## src/rtl/annunciator_uart_tx_pkg.sv

```systemverilog
// rtl/annunciator_uart_tx_pkg.sv - shared UART state encodings and divider helper
package annunciator_uart_tx_pkg;

    typedef enum logic [2:0] {
        ST_IDLE  = 3'd0,
        ST_REQ   = 3'd1,
        ST_REL   = 3'd2,
        ST_START = 3'd3,
        ST_DATA  = 3'd4,
        ST_STOP  = 3'd5
    } uart_state_e;

    localparam int UART_DATA_BITS = 8;

    // Clock cycles per bit; truncating division, so the line runs slightly fast
    function automatic int uart_div(input int clk_hz, input int baud);
        return clk_hz / baud;
    endfunction

endpackage

```

## src/rtl/annunciator_uart_tx_baud_tick.sv

```systemverilog
// rtl/annunciator_uart_tx_baud_tick.sv - bit-period counter producing one tick per DIV cycles
module uart_baud_tick #(
    parameter int DIV = 416
) (
    input  logic clk48,
    input  logic rst_n,
    input  logic clr,
    output logic tick
);

    localparam int CW = (DIV > 1) ? $clog2(DIV) : 1;
    localparam logic [CW-1:0] LAST = CW'(DIV - 1);

    logic [CW-1:0] count_q;
    logic [CW-1:0] count_d;

    // The tick cycle is the last cycle of a bit period; the wrap happens on the same edge
    assign tick = (count_q == LAST);

    // Next count: synchronous clear wins, otherwise count up and wrap at DIV-1
    always_comb begin
        count_d = count_q;
        if (clr) begin
            count_d = '0;
        end else if (tick) begin
            count_d = '0;
        end else begin
            count_d = count_q + 1'b1;
        end
    end

    // Count register
    always_ff @(posedge clk48 or negedge rst_n) begin
        if (!rst_n) begin
            count_q <= '0;
        end else begin
            count_q <= count_d;
        end
    end

endmodule

```

## src/rtl/annunciator_uart_tx.sv

```systemverilog
// rtl/annunciator_uart_tx.sv - fetches bytes from the annunciator and sends them as 8N1 UART
module annunciator_uart_tx
    import annunciator_uart_tx_pkg::*;
#(
    parameter int CLK_HZ     = 48000000,
    parameter int BAUD       = 115200,
    parameter int FETCH_WAIT = 3,
    parameter int STOP_BITS  = 1
) (
    input  logic       clk48,
    input  logic       rst_n,
    input  logic       en,
    output logic       inc,
    input  logic [7:0] din,
    output logic       tx,
    output logic       busy,
    output logic       sent
);

    localparam int DIV  = uart_div(CLK_HZ, BAUD);
    localparam int FW_W = $clog2(FETCH_WAIT);
    localparam logic [FW_W-1:0] FW_LAST = FW_W'(FETCH_WAIT - 1);
    localparam logic            SB_LAST = 1'(STOP_BITS - 1);

    uart_state_e     state_q, state_d;
    logic [FW_W-1:0] fetch_cnt_q, fetch_cnt_d;
    logic [2:0]      bit_cnt_q, bit_cnt_d;
    logic            stop_cnt_q, stop_cnt_d;
    logic [7:0]      shreg_q, shreg_d;
    logic            tx_q, tx_d;
    logic            inc_q, inc_d;
    logic            busy_q, busy_d;

    logic baud_clr;
    logic baud_tick;
    logic last_stop;

    // Baud counter is held clear until the start bit, so the start bit is a full DIV long
    assign baud_clr  = (state_q == ST_IDLE) || (state_q == ST_REQ) || (state_q == ST_REL);
    assign last_stop = (stop_cnt_q == SB_LAST);

    uart_baud_tick #(
        .DIV (DIV)
    ) u_baud (
        .clk48 (clk48),
        .rst_n (rst_n),
        .clr   (baud_clr),
        .tick  (baud_tick)
    );

    // sent must coincide with the final stop cycle, which is only known from the live tick
    assign sent = (state_q == ST_STOP) && baud_tick && last_stop;
    assign tx   = tx_q;
    assign inc  = inc_q;
    assign busy = busy_q;

    // Next-state, counters, shift register and the registered line outputs
    always_comb begin
        state_d     = state_q;
        fetch_cnt_d = fetch_cnt_q;
        bit_cnt_d   = bit_cnt_q;
        stop_cnt_d  = stop_cnt_q;
        shreg_d     = shreg_q;
        case (state_q)
            ST_IDLE: begin
                if (en) begin
                    state_d     = ST_REQ;
                    fetch_cnt_d = '0;
                end
            end
            ST_REQ: begin
                // din is only trusted on the last inc-high cycle
                if (fetch_cnt_q == FW_LAST) begin
                    shreg_d = din;
                    state_d = ST_REL;
                end else begin
                    fetch_cnt_d = fetch_cnt_q + 1'b1;
                end
            end
            ST_REL: begin
                fetch_cnt_d = '0;
                state_d     = ST_START;
            end
            ST_START: begin
                if (baud_tick) begin
                    state_d   = ST_DATA;
                    bit_cnt_d = '0;
                end
            end
            ST_DATA: begin
                if (baud_tick) begin
                    shreg_d   = {1'b1, shreg_q[7:1]};
                    bit_cnt_d = bit_cnt_q + 1'b1;
                    if (bit_cnt_q == 3'd7) begin
                        state_d    = ST_STOP;
                        stop_cnt_d = 1'b0;
                    end
                end
            end
            ST_STOP: begin
                if (baud_tick) begin
                    if (last_stop) begin
                        state_d     = en ? ST_REQ : ST_IDLE;
                        fetch_cnt_d = '0;
                        stop_cnt_d  = 1'b0;
                    end else begin
                        stop_cnt_d = stop_cnt_q + 1'b1;
                    end
                end
            end
            default: begin
                state_d = ST_IDLE;
            end
        endcase

        inc_d  = (state_d == ST_REQ);
        busy_d = (state_d != ST_IDLE);
        if (state_d == ST_START) begin
            tx_d = 1'b0;
        end else if (state_d == ST_DATA) begin
            tx_d = shreg_d[0];
        end else begin
            tx_d = 1'b1;
        end
    end

    // FSM and datapath registers; reset drives the line idle immediately
    always_ff @(posedge clk48 or negedge rst_n) begin
        if (!rst_n) begin
            state_q     <= ST_IDLE;
            fetch_cnt_q <= '0;
            bit_cnt_q   <= '0;
            stop_cnt_q  <= 1'b0;
            shreg_q     <= 8'hFF;
            tx_q        <= 1'b1;
            inc_q       <= 1'b0;
            busy_q      <= 1'b0;
        end else begin
            state_q     <= state_d;
            fetch_cnt_q <= fetch_cnt_d;
            bit_cnt_q   <= bit_cnt_d;
            stop_cnt_q  <= stop_cnt_d;
            shreg_q     <= shreg_d;
            tx_q        <= tx_d;
            inc_q       <= inc_d;
            busy_q      <= busy_d;
        end
    end

endmodule
```

## config.mk

```make
export PLATFORM = sky130hd
export DESIGN_NAME = annunciator_uart_tx
export DESIGN_NICKNAME = d
export VERILOG_FILES = /design/src/rtl/annunciator_uart_tx_pkg.sv /design/src/rtl/annunciator_uart_tx_baud_tick.sv /design/src/rtl/annunciator_uart_tx.sv
export SDC_FILE = /design/constraint.sdc
export NUM_CORES = 1
export LEC_CHECK = 0
export ABC_AREA = 1
export ABC_CLOCK_PERIOD_IN_PS = 1800
export CAP_MARGIN = 20
export CORE_ASPECT_RATIO = 0.6
export CORE_MARGIN = 2
export CORE_UTILIZATION = 55
export DETAILED_ROUTE_END_ITERATION = 8
export PLACE_DENSITY = 0.84
export SLEW_MARGIN = 0
export SYNTH_ARGS = -nofsm -noshare
export SYNTH_HDL_FRONTEND = slang
export SYNTH_SLANG_ARGS = --single-unit
export TNS_END_PERCENT = 20
```

## constraint.sdc

```tcl
create_clock -name clk48 -period 1.8 [get_ports clk48]
set_input_delay 0.54 -clock clk48 [delete_from_list [all_inputs] [get_ports clk48]]
set_output_delay 0.54 -clock clk48 [all_outputs]
set_load 0.01 [all_outputs]
```

; ---- Yosys cells after proc, flatten, opt, wreduce, memory -nomap -nowiden
; Cells that the tools add are included.
[totals]
out_inout_bits = 4
reg_bits = 29
input_bits = 11
elab_cells = 77
[op_classes]
n_bitwise = 1
n_eq_ne = 19
n_mux = 29
addsub = 4
n_reduce_logical = 14
[op_table]
columns = operator, n
row1 = $mux 3, 9
row2 = $mux 9, 2
row3 = $pmux 3 s6, 1
row4 = $mux 8, 2
row5 = $pmux 8 s2, 1
row6 = $ne 2x2->1 const B, 7
row7 = $eq 3x3->1 const B, 4
row8 = $add 9x1->9 const B, 1
row9 = $eq 3x2->1 const B, 3
row10 = $eq 9x9->1 const B, 1
row11 = $mux 2, 4
row12 = $pmux 2 s4, 1
row13 = $mux 1, 7
row14 = $eq 3x1->1 const B, 2
row15 = $pmux 3 s2, 1
row16 = $reduce_and 3->1, 2
row17 = $reduce_bool 2->1, 3
row18 = $reduce_and 5->1, 1
row19 = $reduce_and 4->1, 1
row20 = $reduce_bool 4->1, 1
row21 = $add 3x1->3 const B, 1
row22 = $logic_not 3->1, 1
row23 = $reduce_bool 3->1, 1
row24 = $add 2x1->2 const B, 1
row25 = other kinds (7), 9

; ---- Depth between registers and ports, before layout
; Gate-level depths: netlist of run 1.
[depth]
ltp_word = 7
mapped_depth = 10
ltp_nobuf = 10

; ---- Hierarchy
; From an unflattened synthesis of run 1, not the netlist that was laid out.
[hier_totals]
hier_cells = 187
hier_area_um2 = 1511.4
[modules_own_cells]
columns = module, cells_each, instances, seq_area_each_um2, area_each_um2
row1 = annunciator_uart_tx, 125, 1, 486.7, 1029.7
row2 = uart_baud_tick, 62, 1, 225.2, 481.7

; ---- Least setup slack after synthesis of run 1
; Ideal clock, no wire load.
[synth_path]
kind = register to output
startpoint = register u_baud.count_q[0]
endpoint = output port sent
path_stages_with_launch = 6
n_path_buf = 0
t_arrival_ns = 1.110
t_required_ns = 1.260
path_slack_ns = 0.150
cell_sequence = dfrtp_1 ha_1 nand3_2 nor2_4 nand2_1 nor2_1
[synth_between]
elab_chain_cells = 3
[synth_rtl]
columns = element, line_no
row1 = start: declaration, annunciator_uart_tx_baud_tick.sv:14  ; logic [CW-1:0] count_q;
row2 = start signal: assignment, annunciator_uart_tx_baud_tick.sv:37  ; count_q <= count_d;
row3 = $eq 9x9->1, annunciator_uart_tx_baud_tick.sv:18  ; assign tick = (count_q == LAST);
row4 = $logic_and 1x1->1 (2 in series), annunciator_uart_tx.sv:52  ; assign sent = (state_q == ST_STOP) && baud_tick && last_stop;
row5 = end: declaration, annunciator_uart_tx.sv:17  ; output logic sent
; Every way passes these cells.

; ---- Final worst setup path of run 1
; Same ends and word-level chain as after synthesis.

==> metrics.md, run 1 <==
| Metric | Value |
|---|---|
| Area growth from synthesis to layout | `34.68%` |
| Hold buffers post-CTS | `0` |
| Max clock buf depth | `2` |
| Hold path depth | `2` |
| Minimum hold slack | `about 520 ps` |
| Reg-to-Reg End | `busy$_DFF_PN0_` |
| Hold path start | `shreg_q[0]$_DFF_PN1_` |
| Worst hold path type | `reg2reg` |
| Nets | `220` |
| Die area | `slightly below 3000 sq um` |
| WS Path Type | `reg2out` |
| Share of post-route cells with drive strength above 1 | `between 20% and 30%` |
| DP HPWL | `approximately 2500 um` |
| Failing checks | `setup timing` |
| Req. time, crit path | `approximately 1300 ps` |
| Std-Cell Rows | `14` |
| Crit path capture type | `output port` |
| Ant. Diodes | `0` |
| Comb power frac | `approximately 5.0%` |
| Placed inst area | `1732 sq um` |
| Initial antenna violation count | `0` |
| Synth Register Bits | `28` |
| Number of instances in the placed design | `around 230` |
| Met2 routed WL | `approximately 1900 um` |
| Port Buffers | `14` |
| Clk network pwr share | `approximately 36%` |
| Hold EP | `shreg_q[0]$_DFF_PN1_` |
| Setup TNS | `-146.7 ps` |
| Highest routed layer | `met4` |
| Worst-Margin Slew | `around 670 ps` |
| Rel. slew slack | `between 50% and 60%` |
| Routed WL | `around 3900 um` |
| Initial core utilization | `56.63%` |
| Drt drc | `0` |
| Synth Warn # | `0` |
| Fin cells | `236` |
| R2R Setup Slk | `-20 ps` |
| Reg2reg path depth | `9` |
| Final core occ | `76.28%` |
| Sequential power share | `between 50% and 60%` |
| Final worst path period share | `107.0%` |
| WL per Instance | `around 16 um` |
| Place WS | `-277.2 ps` |
| Met1 Wirelength | `1581 um` |
| Pwr Density | `between 500 and 600 nW/um^2` |
| Max IR drop VDD | `around 630 uV` |
| DR vias | `1,359` |
| Die Y | `42.93 um` |
| F_max | `0.5192 GHz` |
| Cell Int Power | `between 0.8 and 0.9 mW` |
| DRT antenna net count | `0` |
| Critical Path AT | `1390 ps` |
| Vias/cell | `about 5.8` |
| P_sw | `approximately 0.23 mW` |
| Leakage power | `between 0.8 and 0.9 nW` |
| Global Route Usage Sum | `27.67%` |
| Final Wtd Congestion | `between 0.9 and 1` |
| Crit path launch type | `flip-flop` |
| Final setup viols | `2` |
| CTS Sinks | `28` |
| Switch share | `approximately a fifth` |
| Max_cap viols | `0` |
| TritonCTS clock tree | `yes` |
| Commonest cells after routing, fill and taps aside | `26 x inv_1, 26 x buf_4, 22 x nand2_1` |
| Status | `finished with violations` |
| Insertion delay to the later sink of the worst-skew pair | `roughly 290 ps` |
| I/O pin count | `15` |
| Root buffer selected by CTS | `clkbuf_8` |
| Period minus WS final | `between 1500 and 2000 ps` |
| First-pass GRT wire length | `approximately 5800 um` |
| Synth Cell Area | `1389 sq um` |
| 1st-pass router iterations | `5` |
| H-tree depth | `1` |
| Largest net degree at the start of global routing | `29` |
| Grt total ovfl | `0` |
| Vias in the first global route | `between 1,000 and 1,500` |
| Met3 wire len | `259 um` |
| CP Max Fanout | `2` |
| Final hold vios | `0` |
| RSZ-0062 raised after global routing | `yes` |
| Post-Syn Nets | `175` |
| Reg2reg start | `u_baud.count_q[0]$_DFF_PN0_` |
| Max-slew violation count | `0` |
| Number of library cell types mapped by synthesis | `24` |
| TritonCTS Buffers | `3` |
| Final setup margin | `-126.0 ps` |
| Synth Instances | `between 150 and 200` |
| Power, Total | `about 1.1 mW` |
| Post-route cell area | `1871 sq um` |
| Mean post-synth cell area | `8.680 sq um` |
| Worst-path clk slew | `~80 ps` |
| Die width | `68.88 um` |
| Worst-case clock skew | `15.35 ps` |
| Post-synthesis sequential area ratio | `between 50% and 60%` |
| Core area | `between 2000 and 2500 sq um` |
| DR iter-0 viols | `between 90 and 100` |
| Final-layout fill cell count | `about 170` |
metal layers:
metal,GRT usage [%],vias to the layer above
met5,0,-
met3,8.753,19
met2,41.15,62
li1,-,619
met4,9.020,0
met1,38.53,659
power by group through the flow:
stage | combinational, mW | sequential [mW] | clock [mW]
2_1_floorplan | 0.0121 | 0.659 | 0
3_3_place_gp | 0.0527 | 0.659 | 0
3_5_place_dp | 0.0540 | 0.659 | 0
4_1_cts | 0.0544 | 0.648 | 0.391
5_1_grt | 0.0599 | 0.649 | 0.424
6_report | 0.0547 | 0.648 | 0.398
area by class of cell:
| type | count | area (sq um) | share of cell area (%) |
|---|---|---|---|
| Tap cell | 32 | 40.04 | 2.140 |
| Inverter | 28 | 105.1 | 5.619 |
| Multi-Input combinational cell | 103 | 609.3 | 32.58 |
| Timing Repair Buffer | 41 | 349.1 | 18.66 |
| Sequential cell | 28 | 711.9 | 38.06 |
| Clock buffer | 4 | 55.05 | 2.943 |
Yosys cell counts:
master / instances / area (sq um)
nor3_1: 5 / 25.02
nor3_4: 1 / 16.27
dfrtp_1: 19 / 475.5
buf_4: 1 / 7.510
o211ai_1: 2 / 15.01
dfstp_2: 9 / 236.5
o221ai_1: 5 / 43.79
nand3_2: 1 / 10.01
nand4_1: 3 / 18.77
nor2_1: 19 / 71.32
nor2_2: 1 / 6.260
a21oi_1: 7 / 35.03
nand3b_1: 2 / 15.01
inv_1: 28 / 105.1
nand2_1: 25 / 93.84
xnor2_1: 1 / 8.760
xor2_1: 1 / 8.760
ha_1: 4 / 50.05
a22o_1: 2 / 17.52
nand3_1: 14 / 70.07
o21ai_0: 7 / 35.03
o22ai_1: 1 / 6.260
nor2_4: 1 / 11.26
or2_1: 1 / 6.260
state kept, by name (all words and copies together) (netlist names):
register        count
bit_cnt_q           3
u_baud.count_q      9
shreg_q             8
inc                 1
tx                  1
state_q             3
busy                1
fetch_cnt_q         2
worst max path at each step:
stage / end / slack, ps / cells past startpoint / start
6_report: sent / -130 / 6 / u_baud.count_q[0]$_DFF_PN0_
5_1_grt: sent / -180 / 6 / u_baud.count_q[1]$_DFF_PN0_
4_1_cts: sent / -140 / 6 / u_baud.count_q[1]$_DFF_PN0_
3_5_place_dp: sent / -280 / 6 / u_baud.count_q[1]$_DFF_PN0_
3_3_place_gp: sent / -130 / 6 / u_baud.count_q[0]$_DFF_PN0_
2_1_floorplan: sent / 150 / 5 / u_baud.count_q[0]$_DFF_PN0_
critical path, stage by stage (launching register included):
cell and delay [ps]:
dfrtp_1 370, ha_2 230, nand3_4 90, nor2_4 100, nand2_2 80, nor2_2 90
buf_2 140
cell families after synthesis:
logic type / Yosys count / synth area share [%]
flops: 28 / 51.26
compound gates: 24 / 10.99
xor+xnor: 2 / 1.261
buf+inv: 29 / 8.108
simple gates: 73 / 24.78
fa+ha+maj: 4 / 3.604
timing repair:
action / 4_1_cts / 5_1_grt
pin swaps: 4 / 7
gates resized for setup: 9 / 11
buffers inserted: 4 / 3
gates cloned: 0 / 0
endpoints found under the setup margin: 2 / 14
No activity file was read; power rests on OpenSTA's default activity.
==> run 2: changes to the inputs <==
--- a/config.mk
+++ b/config.mk
@@ -13,6 +13,7 @@
 export CORE_UTILIZATION = 55
 export DETAILED_ROUTE_END_ITERATION = 8
 export PLACE_DENSITY = 0.84
+export SKIP_CTS_REPAIR_TIMING = 1
 export SLEW_MARGIN = 0
 export SYNTH_ARGS = -nofsm -noshare
 export SYNTH_HDL_FRONTEND = slang
==> run 2 against run 1 <==
  * The run still ends with setup timing left
  * Final area fell by 2.9%
  * Clock power fell by 3%
  * Hold slack got worse by 3.1 ps
  * Critical path depth did not move
  * Cell count fell by 2.1%
  * Die area did not move
  * Sequential power barely moved
  * Sequential share of layout area rose by 1.1 points
==> metrics.md, run 2 (synthesized netlist as in run 1, its figures left out) <==
| Metric | Value |
|---|---|
| CTS Sinks | `28 (unchanged)` |
| Worst hold path type | `reg2reg` |
| Commonest cells after routing, fill and taps aside | `28 x inv_1, 23 x nand2_1, 21 x buf_4` |
| Max-slew violation count | `0 (unchanged)` |
| Ant. Diodes | `0 (unchanged)` |
| Clk network pwr share | `35.6% (-0.6 points)` |
| Max clock buf depth | `2 (unchanged)` |
| Insertion delay to the later sink of the worst-skew pair | `280 ps (about the same)` |
| Drt drc | `0 (unchanged)` |
| Final core occ | `74.08% (-2.2 points)` |
| Biggest regs | `u_baud.count_q: 9 flops, shreg_q: 8 flops` |
| Hold path depth | `2 (unchanged)` |
| Final hold vios | `0 (unchanged)` |
| Switch share | `20.03% (-0.82 points)` |
| Worst-Margin Slew | `688.9 ps (+16.34 ps)` |
| Initial core utilization | `56.63% (unchanged)` |
| Post-route cell area | `1817 sq um (-2.9%)` |
| WS Path Type | `reg2out` |
| Period minus WS final | `1966 ps (+40.28 ps)` |
| Worst-path clk slew | `80 ps (about the same)` |
| I/O pin count | `15 (unchanged)` |
| Root buffer selected by CTS | `clkbuf_8` |
| Reg2reg path depth | `10 (+1)` |
| Status | `finished with violations` |
| 1st-pass router iterations | `4 (-1)` |
| Most flop-heavy register | `u_baud.count_q` |
| WL per Instance | `14.90 um (-9.2%)` |
| Core area | `2452 sq um (unchanged)` |
| Placed inst area | `1732 sq um (unchanged)` |
| Rel. slew slack | `53.59% (-1.1 points)` |
| Pwr Density | `599.2 nW/um^2 (+1.8%)` |
| DR iter-0 viols | `117 (+21%)` |
| R2R Setup Slk | `60 ps (+80 ps)` |
| Worst-case clock skew | `15.04 ps (-0.3156 ps)` |
| Leakage power | `0.8688 nW (-1.3%)` |
| Vias/cell | `5.502 (-4.5%)` |
| TritonCTS Buffers | `3 (unchanged)` |
| Max IR drop VDD | `623.9 uV (-1.4%)` |
| Hold path start | `shreg_q[0]$_DFF_PN1_` |
| P_sw | `0.2180 mW (-5.0%)` |
| Crit path capture type | `output port` |
| Failing checks | `setup timing` |
| Crit path launch type | `flip-flop` |
| Routed WL | `3442 um (-11%)` |
| Share of post-route cells with drive strength above 1 | `23.12% (-5.8 points)` |
| CP bufs+invs | `1 (unchanged)` |
| Std-Cell Rows | `14 (unchanged)` |
| Sequential power share | `59.5% (+0.7 points)` |
| Port Buffers | `14 (unchanged)` |
| RSZ-0062 raised after global routing | `yes` |
| Initial antenna violation count | `0 (unchanged)` |
| Worst path max stage delay | `370 ps (about the same)` |
| Setup TNS | `-166.3 ps (-19.58 ps)` |
| Reg-to-Reg End | `tx$_DFF_PN1_` |
| Minimum hold slack | `515.9 ps (-3.059 ps)` |
| Fin cells | `231 (-2.1%)` |
| Die Y | `42.93 um (unchanged)` |
| Die width | `68.88 um (unchanged)` |
| Nets | `215 (-2.3%)` |
| Place WS | `-277.2 ps (unchanged)` |
| Die area | `2956 sq um (unchanged)` |
| Critical Path AT | `1430 ps (+40 ps)` |
| Vias in the first global route | `1,254 (-2.4%)` |
| Largest register FFs | `9 (unchanged)` |
| CP Max Fanout | `2 (unchanged)` |
| Power, Total | `1.089 mW (-1.1%)` |
| Cell Int Power | `0.8705 mW (about the same)` |
| Most common cell after layout, fill and taps aside | `inv_1` |
| Req. time, crit path | `1260 ps (about the same)` |
| F_max | `0.5086 GHz (-2.0%)` |
| Largest net degree at the start of global routing | `29 (unchanged)` |
| Comb power frac | `4.9% (about the same)` |
| Slowest cell on crit path | `dfrtp_1` |
| Grt total ovfl | `0 (unchanged)` |
| Critical-path cell list | `ha_2 > nand3_4 > nor2_4 > nand2_2 > nor2_2 > buf_2` |
| DP HPWL | `2489 um (unchanged)` |
| Final worst path period share | `109.2% (+2.2 points)` |
| H-tree depth | `1 (unchanged)` |
| Area growth from synthesis to layout | `30.81%` |
| Max_cap viols | `0 (unchanged)` |
| First-pass GRT wire length | `5513 um (-5.2%)` |
| Reg2reg start | `u_baud.count_q[1]$_DFF_PN0_` |
| DR vias | `1,271 (-6.5%)` |
| Global Route Usage Sum | `26.09% (-1.6 points)` |
| Final-layout fill cell count | `179 (+8.5%)` |
| Final Wtd Congestion | `0.9342 (unchanged)` |
| CP top delay family | `simple AND/OR/NAND/NOR gates` |
| Number of instances in the placed design | `226 (unchanged)` |
| Hold EP | `shreg_q[0]$_DFF_PN1_` |
| TritonCTS clock tree | `yes` |
| DRT antenna net count | `0 (unchanged)` |
| Final setup margin | `-166.3 ps (-40.28 ps)` |
| Final setup viols | `1 (-1)` |
[run 2: how the worst max path moves through the flow]
stage | from | endpoint | slack (ps) | cells after the start
after CTS | u_baud.count_q[1]$_DFF_PN0_ | sent | -580 | 6
final | u_baud.count_q[1]$_DFF_PN0_ | sent | -170 | 6
after global routing | u_baud.count_q[1]$_DFF_PN0_ | sent | -230 | 6
after global placement | u_baud.count_q[0]$_DFF_PN0_ | sent | -130 | 6
after floorplan | u_baud.count_q[0]$_DFF_PN0_ | sent | 150 | 5
after detailed placement | u_baud.count_q[1]$_DFF_PN0_ | sent | -280 | 6
[run 2: cell type report]
class                      instances  area (sq um)  share of cell area [%]
tap                               32         40.04                   2.204
inverter                          28         105.1                   5.785
timing repair buffer              36         315.3                   17.36
clock buffer                       4         55.05                   3.030
sequential                        28         711.9                   39.19
multi-input combinational        103         589.3                   32.44
[run 2: power groups by stage]
stage / combinational [mW] / sequential, mW / clock [mW]
after global routing: 0.0589 / 0.649 / 0.419
after CTS: 0.0544 / 0.648 / 0.391
final: 0.0535 / 0.648 / 0.388
after floorplan: 0.0121 / 0.659 / 0
after global placement: 0.0527 / 0.659 / 0
after detailed placement: 0.0540 / 0.659 / 0
[run 2: metal layers]
layer | GRT usage, % | part of all wire (%) | vias up
met1 | 36.43 | 42 | 604
li1 | - | - | 608
met5 | 0 | 0 | -
met3 | 7.692 | 6.5 | 10
met2 | 39.23 | 49 | 49
met4 | 8.235 | 2.5 | 0
[run 2: worst min-delay path: stages, from the launching register on]
cell and delay, ps:
dfstp_2 370, nand3_1 90, nand2_1 60
==> run 3: changes to the inputs <==
--- a/config.mk
+++ b/config.mk
@@ -6,10 +6,9 @@
 export NUM_CORES = 1
 export LEC_CHECK = 0
 export ABC_AREA = 1
-export ABC_CLOCK_PERIOD_IN_PS = 1800
 export CAP_MARGIN = 20
 export CORE_ASPECT_RATIO = 0.6
-export CORE_MARGIN = 2
+export CORE_MARGIN = 3
 export CORE_UTILIZATION = 55
 export DETAILED_ROUTE_END_ITERATION = 8
 export PLACE_DENSITY = 0.84
==> constraint.sdc (replaced) <==
create_clock -name clk48 -period 1.8 [get_ports clk48]
set_input_delay 0.27 -clock clk48 [delete_from_list [all_inputs] [get_ports clk48]]
set_output_delay 0.27 -clock clk48 [all_outputs]
set_load 0.01 [all_outputs]
==> run 3 against run 2 <==
  * The run now ends clean
  * Via count is 4.7% lower
  * Non-clock buffer count down 11
  * Cell count is 5.6% lower
  * Die area rose by 7.7%
  * Critical path type is now reg2reg
  * Largest power group unchanged
  * Maximum frequency rose by 11%
  * Sequential cell count unchanged
  * Total power increased by 10%
  * Sequential power is essentially flat
  * Setup slack improved by 190 ps
  * Hold slack got worse by 160 ps
  * Critical path depth increased by 4
==> metrics.md, run 3 (synthesized netlist as in run 1, its figures left out) <==
| Metric | Value |
|---|---|
| Status | `finished, final reports clean` |
| RSZ-0062 raised after global routing | `yes` |
| Initial core utilization | `60.99% (+4.4 points)` |
| WL per Instance | `15.71 um (+5.4%)` |
| Switch share | `19.12% (-0.91 points)` |
| R2R Setup Slk | `30 ps (-30 ps)` |
| Std-Cell Rows | `13 (-1)` |
| Die Y | `44.93 um (+4.7%)` |
| Global Route Usage Sum | `24.62% (-1.5 points)` |
| Port Buffers | `14 (unchanged)` |
| Final setup viols | `0 (-1)` |
| Final hold vios | `0 (unchanged)` |
| Sequential power share | `54.0% (-5.5 points)` |
| Share of post-route cells with drive strength above 1 | `17.55% (-5.6 points)` |
| CTS Sinks | `28 (unchanged)` |
| DRT antenna net count | `0 (unchanged)` |
| Worst hold path type | `in2async` |
| DP HPWL | `2589 um (+4.0%)` |
| Grt total ovfl | `0 (unchanged)` |
| Most flop-heavy register | `u_baud.count_q` |
| WS Path Type | `reg2reg` |
| Max_cap viols | `0 (unchanged)` |
| F_max | `0.5638 GHz (+11%)` |
| Post-route cell area | `1728 sq um (-4.9%)` |
| H-tree depth | `1 (unchanged)` |
| Most common cell after layout, fill and taps aside | `inv_1` |
| TritonCTS Buffers | `3 (unchanged)` |
| Final-layout fill cell count | `163 (-8.9%)` |
| Worst path max stage delay | `420 ps (+50 ps)` |
| DR vias | `1,211 (-4.7%)` |
| TritonCTS clock tree | `yes` |
| Largest net degree at the start of global routing | `29 (unchanged)` |
| Comb power frac | `4.2% (-0.7 points)` |
| Power, Total | `1.199 mW (+10%)` |
| Core area | `2277 sq um (-7.1%)` |
| Max clock buf depth | `2 (unchanged)` |
| Clk network pwr share | `41.8% (+6.2 points)` |
| Cell Int Power | `0.9700 mW (+11%)` |
| Critical Path AT | `1950 ps (+520 ps)` |
| Reg2reg start | `u_baud.count_q[0]$_DFF_PN0_` |
| Ant. Diodes | `0 (unchanged)` |
| Commonest cells after routing, fill and taps aside | `28 x inv_1, 25 x nand2_1, 19 x dfrtp_1` |
| Worst-Margin Slew | `558.5 ps (-130.3 ps)` |
| Die area | `3184 sq um (+7.7%)` |
| Worst-path clk slew | `100 ps (+20 ps)` |
| 1st-pass router iterations | `4 (unchanged)` |
| Routed WL | `3424 um (-0.52%)` |
| Die width | `70.88 um (+2.9%)` |
| DR iter-0 viols | `140 (+20%)` |
| Pwr Density | `694.1 nW/um^2 (+16%)` |
| CP Launch Point | `u_baud.count_q[0]$_DFF_PN0_` |
| Crit path capture type | `flip-flop` |
| Nets | `204 (-5.1%)` |
| Req. time, crit path | `1980 ps (+720 ps)` |
| First-pass GRT wire length | `5782 um (+4.9%)` |
| Biggest regs | `u_baud.count_q: 9 flops, shreg_q: 8 flops` |
| Final worst path period share | `98.53% (-11 points)` |
| Vias/cell | `5.555 (+0.96%)` |
| Placed inst area | `1634 sq um (-5.6%)` |
| Vias in the first global route | `1,250 (-0.32%)` |
| Worst-case clock skew | `12.04 ps (-2.997 ps)` |
| Drt drc | `0 (unchanged)` |
| Insertion delay to the later sink of the worst-skew pair | `290 ps (about the same)` |
| I/O pin count | `15 (unchanged)` |
| Rel. slew slack | `62.37% (+8.8 points)` |
| Crit path launch type | `flip-flop` |
| Initial antenna violation count | `0 (unchanged)` |
| Root buffer selected by CTS | `clkbuf_8` |
| Area growth from synthesis to layout | `24.41%` |
| Slowest cell on crit path | `dfrtp_1` |
| Period minus WS final | `1774 ps (-192.7 ps)` |
| Final Wtd Congestion | `0.8849 (-5.3%)` |
| Max IR drop VDD | `604.0 uV (-3.2%)` |
| Reg2reg path depth | `10 (unchanged)` |
| Critical-path cell list | `ha_4 > nand3_2 > nor2_4 > buf_4 > nand3_1 > nand2_1 > nand2_1 > inv_1 > nand3_1 > or2_1` |
| P_sw | `0.2294 mW (+5.2%)` |
| Max-slew violation count | `0 (unchanged)` |
| Leakage power | `0.7969 nW (-8.3%)` |
| CP Max Fanout | `5 (+3)` |
| Largest register FFs | `9 (unchanged)` |
## run 3: worst paths after layout
path / endpoint
setup / recovery: busy$_DFF_PN0_
hold / removal: u_baud.count_q[7]$_DFF_PN0_
min in group clk48: shreg_q[0]$_DFF_PN1_
max in group asynchronous: shreg_q[3]$_DFFE_PN1P_
hold reg to reg: shreg_q[0]$_DFF_PN1_
setup reg to reg: busy$_DFF_PN0_
## run 3: power by group through the flow
stage | clock network [mW] | logic, mW | registers (mW)
6_report | 0.501 | 0.0499 | 0.648
2_1_floorplan | 0 | 0.0121 | 0.659
3_5_place_dp | 0 | 0.0505 | 0.660
3_3_place_gp | 0 | 0.0489 | 0.659
4_1_cts | 0.514 | 0.0506 | 0.648
5_1_grt | 0.537 | 0.0555 | 0.649
## run 3: worst max-delay path: cells and delay by family (launching register included)
family / cells / cell delay [ps]
AND/OR/NAND/NOR: 7 / 840
flip-flops: 1 / 420
buffers and inverters: 2 / 250
adder cells (fa/ha/maj): 1 / 180
## run 3: cell type report
cell class	instances	area, sq um	area share (%)
sequential	28	711.9	41.20
multi-input combinational	103	584.3	33.82
timing repair buffer	25	217.7	12.60
inverter	28	105.1	6.083
clock buffer	3	41.29	2.390
tap	30	37.54	2.172
clock inverter	1	30.03	1.738
## run 3: per-layer routing
layer	routed length [um]	part of all wire [%]	vias to the layer above	track usage [%]
li1	-	-	584	-
met1	1557	45	581	31.61
met2	1603	47	34	40.33
met3	174	5.1	12	6.444
met4	89	2.6	0	10.86
met5	0	0	-	0
## run 3: through the flow
step / util (%) / TNS (ps) / setup WS [ps] / hold WS (ps) / instances
2_1_floorplan: - / 0 / 291.9 / -25.59 / 160
3_3_place_gp: 71.76 / 0 / 36.54 / 484.8 / 213
3_5_place_dp: 71.76 / -99.49 / -78.98 / 498.3 / 213
4_1_cts: 74.89 / -518.4 / -438.3 / 361.5 / 217
5_1_grt: 75.88 / -235.0 / -60.98 / 379.7 / 218
6_report: 75.88 / 0 / 26.46 / 353.8 / 218
